==> src/rtl/paddle_pot_emulator_pkg.sv <==
// Shared constants and helpers for the paddle potentiometer emulator.
// Defaults model the AY-3-8500 RC paddle network; LEFT/RIGHT index the two channels.
package paddle_pot_emulator_pkg;

    localparam int POS_W     = 8;
    localparam int PMAX      = 200;
    localparam int PCENTRE   = 100;
    localparam int OFFSET    = 16;
    localparam int STEP      = 2;
    localparam int FAST_STEP = 4;
    localparam int HOLD      = 8;
    localparam int CNT_W     = 9;
    localparam int HOLD_W    = 4;

    localparam int LEFT  = 0;
    localparam int RIGHT = 1;

    typedef enum logic [1:0] {
        MOVE_NONE,
        MOVE_UP,
        MOVE_DN
    } move_t;

    // Both or neither pressed means no movement and a cleared hold count.
    function automatic move_t decode_move(input logic up, input logic dn);
        if (up && !dn) return MOVE_UP;
        if (dn && !up) return MOVE_DN;
        return MOVE_NONE;
    endfunction

endpackage

==> src/rtl/paddle_pot_emulator_pot_channel.sv <==
// One paddle channel: charge counter, registered threshold (pot_in 1 clk after count hits it),
// dwn fall edge detect and per-frame position/hold update. No backpressure; free-running.
module pot_channel
    import paddle_pot_emulator_pkg::*;
(
    input  logic             clk,
    input  logic             reset_n,
    input  logic             ce,
    input  logic             game_reset,
    input  logic             btn_up,
    input  logic             btn_dn,
    input  logic             dwn,
    output logic             pot_in,
    output logic [POS_W-1:0] pos
);

    localparam logic [CNT_W-1:0]  CNT_MAX  = '1;
    localparam logic [HOLD_W-1:0] HOLD_L   = HOLD_W'(HOLD);
    localparam logic [POS_W:0]    PMAX_L   = (POS_W+1)'(PMAX);
    localparam logic [POS_W-1:0]  CENTRE_L = POS_W'(PCENTRE);

    logic [CNT_W-1:0]  cnt;
    logic [CNT_W-1:0]  thr;
    logic [HOLD_W-1:0] hold;
    logic [HOLD_W-1:0] hold_nxt;
    logic [POS_W-1:0]  pos_nxt;
    logic [POS_W:0]    step_amt;
    logic [POS_W:0]    diff;
    logic [POS_W:0]    sum;
    logic              dwn_q;
    logic              frame;
    move_t             move;

    assign frame = dwn_q && !dwn;
    assign thr   = CNT_W'(pos) + CNT_W'(OFFSET);

    // The step size follows the hold count as it will be after this frame.
    always_comb begin
        move     = decode_move(btn_up, btn_dn);
        hold_nxt = '0;
        if (move != MOVE_NONE)
            hold_nxt = (hold >= HOLD_L) ? HOLD_L : hold + 1'b1;
        step_amt = (hold_nxt >= HOLD_L) ? (POS_W+1)'(FAST_STEP) : (POS_W+1)'(STEP);
        diff     = {1'b0, pos} - step_amt;
        sum      = {1'b0, pos} + step_amt;
        pos_nxt  = pos;
        case (move)
            MOVE_UP: pos_nxt = diff[POS_W] ? '0 : diff[POS_W-1:0];
            MOVE_DN: pos_nxt = (sum > PMAX_L) ? PMAX_L[POS_W-1:0] : sum[POS_W-1:0];
            default: pos_nxt = pos;
        endcase
    end

    always_ff @(posedge clk or negedge reset_n) begin
        if (!reset_n) begin
            cnt    <= '0;
            pot_in <= 1'b0;
            dwn_q  <= 1'b1;
        end else begin
            dwn_q  <= dwn;
            pot_in <= !dwn && (cnt >= thr);
            if (dwn)
                cnt <= '0;
            else if (ce && cnt != CNT_MAX)
                cnt <= cnt + 1'b1;
        end
    end

    always_ff @(posedge clk or negedge reset_n) begin
        if (!reset_n) begin
            pos  <= CENTRE_L;
            hold <= '0;
        end else if (game_reset) begin
            pos  <= CENTRE_L;
            hold <= '0;
        end else if (frame) begin
            pos  <= pos_nxt;
            hold <= hold_nxt;
        end
    end

endmodule

==> src/rtl/paddle_pot_emulator.sv <==
// Two independent paddle pot channels feeding the AY-3-8500 lpIN/rpIN inputs.
// pot_in registered 1 clk after threshold; no backpressure, channels share no state.
module paddle_pot_emulator
    import paddle_pot_emulator_pkg::*;
(
    input  logic               clk,
    input  logic               reset_n,
    input  logic               ce,
    input  logic               game_reset,
    input  logic [1:0]         btn_up,
    input  logic [1:0]         btn_dn,
    input  logic [1:0]         dwn,
    output logic [1:0]         pot_in,
    output logic [2*POS_W-1:0] pos
);

    pot_channel u_left (
        .clk        (clk),
        .reset_n    (reset_n),
        .ce         (ce),
        .game_reset (game_reset),
        .btn_up     (btn_up[LEFT]),
        .btn_dn     (btn_dn[LEFT]),
        .dwn        (dwn[LEFT]),
        .pot_in     (pot_in[LEFT]),
        .pos        (pos[LEFT*POS_W +: POS_W])
    );

    pot_channel u_right (
        .clk        (clk),
        .reset_n    (reset_n),
        .ce         (ce),
        .game_reset (game_reset),
        .btn_up     (btn_up[RIGHT]),
        .btn_dn     (btn_dn[RIGHT]),
        .dwn        (dwn[RIGHT]),
        .pot_in     (pot_in[RIGHT]),
        .pos        (pos[RIGHT*POS_W +: POS_W])
    );

endmodule

==> config.mk <==
export PLATFORM = sky130hd
export DESIGN_NAME = paddle_pot_emulator
export DESIGN_NICKNAME = d
export VERILOG_FILES = /design/src/rtl/paddle_pot_emulator_pkg.sv /design/src/rtl/paddle_pot_emulator_pot_channel.sv /design/src/rtl/paddle_pot_emulator.sv
export SDC_FILE = /design/constraint.sdc
export NUM_CORES = 1
export LEC_CHECK = 0
export ABC_AREA = 1
export ABC_CLOCK_PERIOD_IN_PS = 2300
export BUFFER_PORTS_ARGS = -buffer_cell sky130_fd_sc_hd__buf_2
export CAP_MARGIN = 30
export CORE_MARGIN = 5
export CORE_UTILIZATION = 35
export CTS_BUF_LIST = sky130_fd_sc_hd__clkbuf_8
export DETAILED_ROUTE_END_ITERATION = 6
export HOLD_SLACK_MARGIN = 0.15
export PLACE_DENSITY = 0.52
export REMOVE_ABC_BUFFERS = 1
export SLEW_MARGIN = 20
export SYNTH_ARGS = -nofsm -noshare
export SYNTH_HDL_FRONTEND = slang
export SYNTH_SLANG_ARGS = --single-unit
==> constraint.sdc <==
create_clock -name clk -period 2.3 [get_ports clk]
set_input_delay 0.115 -clock clk [delete_from_list [all_inputs] [get_ports clk]]
set_output_delay 0.115 -clock clk [all_outputs]
set_load 0.005 [all_outputs]
* Word-level counts from Yosys, hierarchy flattened
Cells that the tools add are included. W data, S select, Z words.
Operators by class: bitwise gates (word level) 0, reduce and logical (&&, ||, !) cells 26, multiply operators 0, mux-type cells 38, divide/modulo/power cells 0, shift-type cells 0, order comparisons 8, equality and inequality tests 6, $add $sub $neg 10
Operators with widths (count):
- $mux W8 | 8
- $mux W9 | 4
- $mux W4 | 8
- $pmux W8 S2 | 2
- $add A8 B5 Y9 const B | 2
- $add A8 B9 Y9 | 2
- $add A9 B1 Y9 const B | 2
- $ge A9 B9 Y1 | 2
- $gt A9 B8 Y1 const B | 2
- $ne A9 B9 Y1 const B | 2
- $sub A8 B9 Y9 | 2
- $ge A4 B4 Y1 const B | 4
- $mux W2 | 8
- $reduce_bool A2 Y1 | 6
- $logic_and A1 B1 Y1 | 10
- $add A4 B1 Y4 const B | 2
- $logic_not A1 Y1 | 6
- $mux W1 | 6
- $mux W3 | 2
- $reduce_bool A3 Y1 | 2
- $eq A2 B1 Y1 const B | 2
- $eq A2 B2 Y1 const B | 2
- $reduce_and A2 Y1 | 2
Storage, ports and cells: register bits after elaboration 46, memory bits (read-only) 0, latch bits 0, memories 0, bits in writable memories 0, output and inout bits 18

* Logic depth before layout (Yosys ltp)
Gate-level depths: netlist of the first run.
word-level depth 16, depth in mapped cells 18, mapped depth without buffers 18

* Hierarchy
Synthesis of the first run repeated with hierarchy kept, for this count alone.
Unflattened totals: cell total of the unflattened synthesis 478, area total of the unflattened synthesis 3495.9 um^2
By module, submodules not included:
- pot_channel | cells an instance 239, instances 2, area an instance 1747.9 um^2

* Worst setup path after synthesis of the first run
No wires, ideal clock.
path kind register to register, start register u_left.hold[0], end register u_left.pos[4], path slack -218 ps, arrival 2401 ps, path buffers 0, clock period less this slack 2518 ps, cell stages (with the launch flop) 18, setup time 116 ps, required time 2184 ps, cell sequence dfrtp_1 -> inv_1 -> o31ai_1 -> inv_1 -> nor2_1 -> inv_1 -> ha_1 -> fa_1 -> nand2_1 -> inv_1 -> nor2_1 -> o21ai_0 -> nand3_1 -> nand2_1 -> nand2_1 -> nand2_1 -> nand2_1 -> nand2_1
Between the ends: cells in the longest elaborated chain, start to end 11, elaborated cells between the ends (all ways) 14, those cells by class add/sub (3); order compare (3); mux (8)
RTL lines:
- from (decl) | RTL line paddle_pot_emulator_pot_channel.sv:24 | logic [HOLD_W-1:0] hold;
- from (signal assigned) | RTL line paddle_pot_emulator_pot_channel.sv:78 | hold <= hold_nxt;
- $add A4 B1 Y4 / $ge A4 B4 Y1 (equally long branches) | RTL line paddle_pot_emulator_pot_channel.sv:42 | hold_nxt = (hold >= HOLD_L) ? HOLD_L : hold + 1'b1;
- $mux W4 (*) | RTL line paddle_pot_emulator_pot_channel.sv:42
- $mux W4 (*) | RTL line paddle_pot_emulator_pot_channel.sv:41 | if (move != MOVE_NONE)
- $ge A4 B4 Y1 (*) | RTL line paddle_pot_emulator_pot_channel.sv:43 | step_amt = (hold_nxt >= HOLD_L) ? (POS_W+1)'(FAST_STEP) : (POS_W+1)'(STEP);
- $mux W3 (*) | RTL line paddle_pot_emulator_pot_channel.sv:43
- $add A8 B9 Y9 | RTL line paddle_pot_emulator_pot_channel.sv:45 | sum = {1'b0, pos} + step_amt;
- $gt A9 B8 Y1 | RTL line paddle_pot_emulator_pot_channel.sv:49 | MOVE_DN: pos_nxt = (sum > PMAX_L) ? PMAX_L[POS_W-1:0] : sum[POS_W-1:0];
- $mux W8 | RTL line paddle_pot_emulator_pot_channel.sv:49
- $pmux W8 S2 (*) | RTL line paddle_pot_emulator_pot_channel.sv:47 | case (move)
- $mux W8 (*) | RTL line paddle_pot_emulator_pot_channel.sv:76 | end else if (frame) begin
- $mux W8 (*) | RTL line paddle_pot_emulator_pot_channel.sv:73 | end else if (game_reset) begin
- to (signal assigned) | RTL line paddle_pot_emulator_pot_channel.sv:77 | pos <= pos_nxt;
- to (decl) | RTL line paddle_pot_emulator_pot_channel.sv:14 | output logic [POS_W-1:0] pos
Mark *: on every way between the ends. The rest lies on a longest branch, timed or not. The select of a mux whose other input is x is not followed. A chain may end at the register's enable or synchronous reset.

* Worst setup path in the final report of the first run
start register u_left.hold[0], end register u_left.pos[1]
The elaborated chain is that of the path after synthesis.

==> results of run 1 <==
-- power by group --
group / internal [uW] / switching, uW / total, uW
clock network: 318 / 274 / 592
logic: 340 / 472 / 812
registers: 840 / 100 / 940
-- flip-flops by register name, summed over array words and instances, names as in the netlist --
signal,flops
u_left.cnt,9
u_right.dwn_q,1
u_right.pos,7
u_left.pos,7
u_right.hold,4
u_right.cnt,9
u_left.pot_in,1
u_left.hold,4
u_left.dwn_q,1
u_right.pot_in,1
-- stage by stage --
step,hold WS [ns],power (uW),util [%],instance area (sq um),worst slack (ns)
final,0.222,2340,44.0,4460,-0.0238
after global routing,0.229,2530,44.0,4460,-0.192
after CTS,0.220,2260,41.1,4160,0.0179
after detailed placement,0.171,1640,39.4,3990,-0.241
after global placement,0.158,1630,39.4,3990,-0.144
after floorplan,-0.181,1370,-,3510,-0.230
-- per-layer routing --
metal  vias up  share of wire, %  track usage (%)
met3         4               4.8             2.78
met1      1560                49             21.0
li1       1737                 -                -
met2        59                45             22.8
met5         -                 0                0
met4         0              0.58             2.35
-- cells in the final DEF (no fill, tap or decap), types with 13 or more instances in the layout --
| master | instances |
|---|---|
| sky130_fd_sc_hd__nand2_1 | 104 |
| sky130_fd_sc_hd__inv_1 | 74 |
| sky130_fd_sc_hd__nor2_1 | 49 |
| sky130_fd_sc_hd__ha_1 | 36 |
| sky130_fd_sc_hd__buf_4 | 36 |
| sky130_fd_sc_hd__dfrtp_1 | 35 |
| sky130_fd_sc_hd__nand3_1 | 30 |
| sky130_fd_sc_hd__a21oi_1 | 28 |
| sky130_fd_sc_hd__buf_2 | 25 |
| sky130_fd_sc_hd__o21ai_0 | 23 |
| sky130_fd_sc_hd__nand2_2 | 14 |
| sky130_fd_sc_hd__nand3_2 | 13 |
-- worst max-delay path: stages, from the launching register on --
cell and delay, ns:
sky130_fd_sc_hd__dfrtp_1 0.37, sky130_fd_sc_hd__inv_2 0.06, sky130_fd_sc_hd__o31ai_4 0.24, sky130_fd_sc_hd__inv_1 0.08, sky130_fd_sc_hd__nor2_2 0.15, sky130_fd_sc_hd__inv_2 0.07, sky130_fd_sc_hd__ha_4 0.16, sky130_fd_sc_hd__fa_2 0.38
sky130_fd_sc_hd__nand2_4 0.10, sky130_fd_sc_hd__inv_4 0.05, sky130_fd_sc_hd__nor2_4 0.12, sky130_fd_sc_hd__o21ai_2 0.07, sky130_fd_sc_hd__nand3_2 0.07, sky130_fd_sc_hd__nand2_2 0.07, sky130_fd_sc_hd__nand2_1 0.06, sky130_fd_sc_hd__nand2_1 0.06
sky130_fd_sc_hd__nand2_1 0.08, sky130_fd_sc_hd__nand2_1 0.05
-- worst max path at each step --
stage / from / to / slack (ns) / cells after the start
finish: u_left.hold[0] / u_left.pos[1] / -0.02 / 17
global route: u_left.hold[0] / u_left.pos[1] / -0.19 / 17
CTS: u_left.hold[2] / u_left.pos[1] / 0.02 / 17
detailed placement: u_left.hold[0] / u_left.pos[1] / -0.24 / 17
global placement: u_left.hold[0] / u_left.pos[1] / -0.14 / 17
floorplan: u_left.hold[0] / u_left.pos[4] / -0.23 / 17
-- cell families (layout without fill, tap and decap cells) --
kind of cell	count (synthesis)	after routing	synth area share (%)
buffers and inverters	98	157	11.2
adders and majority gates	44	44	16.2
other	1	2	0.105
and+or+nand+nor	246	246	29.5
DFF	44	44	31.0
xor gates and xnor gates	7	7	1.71
AOI/OAI and AO/OA	68	68	10.4
-- what timing repair did --
item,CTS,global route
pin swaps,1,30
endpoints found under the hold margin,26,0
gates resized for setup,13,59
setup buffers,0,11
cloned,0,0
hold buffers,3,0
setup endpoints to repair,12,19
-- cell type report --
class / instances / share of cell area (%)
well taps: 136 / 3.81
inverters: 85 / 7.26
clock buffers: 5 / 1.54
repair buffers: 64 / 9.53
flip-flops and latches: 44 / 24.9
clock inverters: 3 / 0.869
multi-input cells: 367 / 52.1
==> metrics.md, run 1 <==
| Metric | Value |
|---|---|
| Share of the synthesized area in the top cell type | between 20% and 30% |
| Max transition margin | a little under two fifths |
| Number of failing hold endpoints at the final stage | 0 |
| Yosys warning count | 0 |
| Antenna diode count | 0 |
| Crit path arrival time | 2.52 ns |
| Final WL | ~9000 microns |
| Multi-input logic area | roughly 2300 sq um |
| Cell Count, Final, Fillers Out | ~700 |
| Maximum operating frequency | approximately 0.43 GHz |
| RSZ-0062 raised after global routing | true |
| Final #Nets | slightly above 600 |
| Full die area | 12400 sq um |
| Number of cells produced by synthesis | approximately 500 |
| Result of the run | complete, but fails checks |
| Layout-stage area growth over the synthesis result | 24.4% |
| Number of nets with antenna violations after routing | 0 |
| Number of clock sinks | 44 |
| Crit Reg-Reg Endpoint | u_left.pos[1] |
| Width of the die | 111 microns |
| Clk Latency, worst-skew pair | around 0.30 ns |
| R2r worst-path depth | 17 |
| IO Pins | 28 |
| Sum of net half-perimeters after detailed placement | 6720 microns |
| Initial core utilization | a little over a third |
| Category of the worst setup path launch point | flip-flop |
| Violations in the final reports | setup timing |
| Clock slew at reported path FFs | 0.09 ns |
| Period minus WS final | ~2.3 ns |
| Reg2Reg Setup Slack | -0.02 ns |
| Dominant register cell in the synthesized netlist | sky130_fd_sc_hd__dfrtp_1 |
| Final count of negative-setup-slack endpoints | 2 |
| Reported leakage power | 0.00230 uW |
| Number of buffers added by the clock tree synthesis step | 5 |
| Ranking of synthesized cells by area | sky130_fd_sc_hd__dfrtp_1 (25%), sky130_fd_sc_hd__ha_1 (14%), sky130_fd_sc_hd__nand2_1 (12%) |
| Max VDD drop | about 0.26 mV |
| Synth async-reset ratio | between 90% and 100% |
| DR pass1 iterations | 4 |
| Synth Register Bits | 44 |
| Area of the core | 10100 sq um |
| Hold Crit Start | ce |
| Vias in the first global route | between 3000 and 4000 |
| Max Slew Vio Count | 0 |
| Starting DRC count in detailed routing | 109 |
| Placed instance count | about 680 |
| Hold path endpoint | u_left.cnt[1] |
| Placer congestion estimate | between 0.8 and 0.9 |
| DR vias/cell | about 4.8 |
| Number of antenna violations at the first check in global routing | 0 |
| Yosys cell types | 36 |
| Final routed wire length divided by cell count | 12.7 microns |
| Chip Height | around 110 microns |
| Top-count cell post-synth | sky130_fd_sc_hd__nand2_1 |
| Power density of the placed cells | roughly 530 nW/um^2 |
| Worst hold stages | 5 |
| Detailed-route DRC error count | 0 |
| Fraction of the yosys area taken by sequential cells | a little under a third |
| Port bufs | 25 |
| Total routing resource utilization after global routing | 14.5% |
| First-pass GRT wire length | ~15000 microns |
| Post-synth EDFFs | 0 |
| Register area | roughly 1100 sq um |
| Fin Setup TNS | -0.0311 ns |
| Mapped Area | ~3600 sq um |
| Maximum buffer depth of the clock tree | 2 |
| Most used standard cells in the synthesized netlist | sky130_fd_sc_hd__nand2_1 (119), sky130_fd_sc_hd__inv_1 (81), sky130_fd_sc_hd__nor2_1 (54), sky130_fd_sc_hd__nand3_1 (43), sky130_fd_sc_hd__ha_1 (40) |
| Transition at the pin with the smallest max-transition slack | around 0.93 ns |
| Share of the clock period used by the worst path after layout | 101% |
| Average cell area after synthesis | between 7 and 8 sq um |
| Pin count of the biggest net entering global routing | 27 |
| Ratio of cells with drive above 1 in the final layout | 25.9% |
| TritonCTS clock tree | built |
| Core Rows | 37 |
| Number of maximum-capacitance constraint violations | 0 |
| Kind of capture point of the worst setup path | flip-flop |
| Least setup slack across all paths after layout | -0.0238 ns |
| Total congestion overflow after global routing | 0 |
| Reg2reg start | u_left.hold[0] |
| Cell type with the largest total area after synthesis | sky130_fd_sc_hd__dfrtp_1 |
| Layout filler cell count | around 1000 |
| Worst Skew | between 0.006 and 0.007 ns |
| Total number of vias | ~3400 |
| Clk Tree Root Cell | sky130_fd_sc_hd__clkbuf_8 |
| Critical Path Fanout Max | 4 |
| Level count of the clock H-tree | 2 |
| Hold Crit Class | input pin to flip-flop |
| Required arrival time at the worst endpoint | roughly 2.5 ns |
| Worst Setup Path Type | flip-flop to flip-flop |
Power figures use the tool's default switching activity.
==> run 2: changes to the inputs <==
Settings changed: CORE_UTILIZATION 35 to 30, CTS_CLUSTER_SIZE set to 10, PLACE_DENSITY 0.52 to 0.46.
==> metrics.md, run 2 (synthesis gave the netlist of run 1 again) <==
| Metric | Value |
|---|---|
| Result of the run | complete, but fails checks (unchanged) |
| Violations in the final reports | setup timing (unchanged) |
| Clk Tree Root Cell | sky130_fd_sc_hd__clkbuf_8 (unchanged) |
| DR pass1 iterations | 4 (unchanged) |
| Leading cell type in the layout, fill and taps excluded | sky130_fd_sc_hd__nand2_1 (unchanged) |
| Crit path arrival time | 2.52 ns (about the same) |
| Port bufs | 25 (unchanged) |
| Total number of vias | 3315 (was 3360) |
| Number of antenna violations at the first check in global routing | 0 (unchanged) |
| Hold Crit Class | input pin to flip-flop (unchanged) |
| Least setup slack across all paths after layout | -0.0311 ns (was -0.0238 ns) |
| Core Rows | 40 (was 37) |
| Number of failing hold endpoints at the final stage | 0 (unchanged) |
| Category of the worst setup path launch point | flip-flop (unchanged) |
| Number of clock sinks | 44 (unchanged) |
| Top Metal Used | met4 (unchanged) |
| Kind of capture point of the worst setup path | flip-flop (unchanged) |
| Worst hold margin | 0.203 ns (was 0.222 ns) |
| Total congestion overflow after global routing | 0 (unchanged) |
| Clk Latency, worst-skew pair | 0.30 ns (about the same) |
| Share of the clock period used by the worst path after layout | 101% (about the same) |
| First-pass GRT wire length | 15100 microns (was 15200 microns) |
| Layout filler cell count | 1251 (was 1032) |
| Sum of net half-perimeters after detailed placement | 6880 microns (was 6720 microns) |
| Required arrival time at the worst endpoint | 2.49 ns (about the same) |
| Chain of cells forming the critical path | inv_1 > o31ai_4 > inv_1 > nor2_2 > inv_2 > ha_4 > fa_2 > nand2_2 > buf_6 > o21bai_1 > nand2_2 > nand2_2 > inv_2 > nand2_2 > nand2_1 > nand2_1 > nand2_1 > nand2_1 (was inv_2 > o31ai_4 > inv_1 > nor2_2 > inv_2 > ha_4 > fa_2 > nand2_4 > inv_4 > nor2_4 > o21ai_2 > nand3_2 > nand2_2 > nand2_1 > nand2_1 > nand2_1 > nand2_1) |
| Final routed wire length divided by cell count | 13.0 microns (was 12.7 microns) |
| Total routing resource utilization after global routing | 12.7% (was 14.5%) |
| Worst Setup Path Type | flip-flop to flip-flop (unchanged) |
| Worst slack at placement | -0.255 ns (was -0.241 ns) |
| Detailed-route DRC error count | 0 (unchanged) |
| Maximum operating frequency | 0.429 GHz (was 0.430 GHz) |
| Final #Nets | 615 (was 621) |
| Area of the core | 11900 sq um (was 10100 sq um) |
| Full die area | 14200 sq um (was 12400 sq um) |
| Starting DRC count in detailed routing | 110 (was 109) |
| Slowest library cell on the worst path | sky130_fd_sc_hd__dfrtp_1 (was sky130_fd_sc_hd__fa_2) |
| Number of nets with antenna violations after routing | 0 (unchanged) |
| Vias in the first global route | 3200 (was 3208) |
| Pin count of the biggest net entering global routing | 45 (was 27) |
| Met2 WL | 4260 microns (was 4060 microns) |
| Biggest registers after layout | u_left.cnt x9, u_right.cnt x9 (unchanged) |
| IO Pins | 28 (unchanged) |
| RSZ-0062 raised after global routing | true (unchanged) |
| Wire length on met3 | 266 microns (was 432 microns) |
| Placer congestion estimate | 0.867 (was 0.852) |
| Clock slew at reported path FFs | 0.09 ns (about the same) |
| Dominant delay contributor by cell family on the critical path | simple AND/OR/NAND/NOR gates (unchanged) |
| Commonest cells after routing, fill and taps aside | sky130_fd_sc_hd__nand2_1 (107), sky130_fd_sc_hd__inv_1 (76), sky130_fd_sc_hd__nor2_1 (49) (was sky130_fd_sc_hd__nand2_1 (104), sky130_fd_sc_hd__inv_1 (74), sky130_fd_sc_hd__nor2_1 (49)) |
| CP max stage delay | 0.35 ns (was 0.38 ns) |
| Initial core utilization | 30.3% (was 35.4%) |
| Critical Path Fanout Max | 4 (unchanged) |
| TritonCTS clock tree | built (unchanged) |
| Antenna diode count | 0 (unchanged) |
| Number of maximum-capacitance constraint violations | 0 (unchanged) |
| Layout-stage area growth over the synthesis result | 22.3% (was 24.4%) |
| DR vias/cell | 4.68 (was 4.77) |
| Final count of negative-setup-slack endpoints | 4 (was 2) |
| Width of the die | 119 microns (was 111 microns) |
| Number of buffer and inverter stages on the critical path | 5 (was 4) |
| Max transition margin | 39.1% (was 37.7%) |
| Worst Skew | 0.00394 ns (was 0.00674 ns) |
| Maximum buffer depth of the clock tree | 2 (unchanged) |
| Reported leakage power | 0.00227 uW (was 0.00230 uW) |
| Transition at the pin with the smallest max-transition slack | 0.905 ns (was 0.926 ns) |
| Chip Height | 119 microns (was 111 microns) |
| Number of buffers added by the clock tree synthesis step | 5 (unchanged) |
| Power density of the placed cells | 513 nW/um^2 (was 525 nW/um^2) |
| Ratio of cells with drive above 1 in the final layout | 22.8% (was 25.9%) |
| Max Slew Vio Count | 0 (unchanged) |
| Final WL | 9230 microns (was 8930 microns) |
| Period minus WS final | 2.33 ns (was 2.32 ns) |
| Max VDD drop | 0.220 mV (was 0.259 mV) |
| Level count of the clock H-tree | 2 (unchanged) |
| Routed length on met1 | 4660 microns (was 4390 microns) |
## run 2: tightest hold or removal path, delay by kind of cell
family,cells,cell delay (ns)
simple gates,3,0.16
buf+inv,2,0.20
## run 2: power breakdown
group / internal (uW) / switching (uW)
clock: 241 / 288
combinational: 326 / 456
sequential: 839 / 102
total: 1410 / 846
## run 2: final cells by class
cell class / instances / area, sq um / area share, %
Clock buffer: 6 / 82.6 / 1.88
Clock inverter: 2 / 11.3 / 0.257
Inverter: 85 / 319 / 7.27
Multi-Input combinational cell: 367 / 2280 / 51.9
Sequential cell: 44 / 1110 / 25.3
Tap cell: 147 / 184 / 4.19
Timing Repair Buffer: 58 / 404 / 9.21
## run 2: routing by layer
| metal | track usage, % | vias to the layer above |
|---|---|---|
| li1 | - | 1723 |
| met1 | 18.3 | 1538 |
| met2 | 20.3 | 49 |
| met3 | 2.23 | 5 |
| met4 | 2.22 | 0 |
| met5 | 0 | - |
## run 2: path summary, 6_finish.rpt
path / startpoint / end / slack, ns / cells past startpoint
worst max-delay path: u_left.hold[2] / u_left.pos[4] / -0.03 / 18
worst min-delay path: ce / u_left.cnt[1] / 0.20 / 5
worst max register to register: u_left.hold[2] / u_left.pos[4] / -0.03 / 18
worst min register to register: u_right.cnt[7] / u_right.cnt[7] / 0.53 / 1
max in group asynchronous: reset_n / u_right.dwn_q / 1.69 / 3
min in group asynchronous: reset_n / u_left.pos[7] / 0.31 / 3
## run 2: timing repair
item | 4_1_cts | 5_1_grt
setup endpoints to repair | 12 | 17
hold buffers | 3 | 0
pin swaps | 11 | 21
buffers inserted | 6 | 3
hold endpoints to repair | 50 | 0
resized for setup | 15 | 43
## run 2: through the flow
step	total power [uW]	TNS, ns	utilization [%]	instance area [sq um]	std cells
floorplan	1370	-1.22	-	3510	496
global placement	1630	-0.987	33.7	4000	690
detailed placement	1630	-1.53	33.7	4000	690
CTS	2220	-0.269	35.5	4210	707
global route	2410	-0.946	37.0	4390	709
finish	2250	-0.109	37.0	4390	709
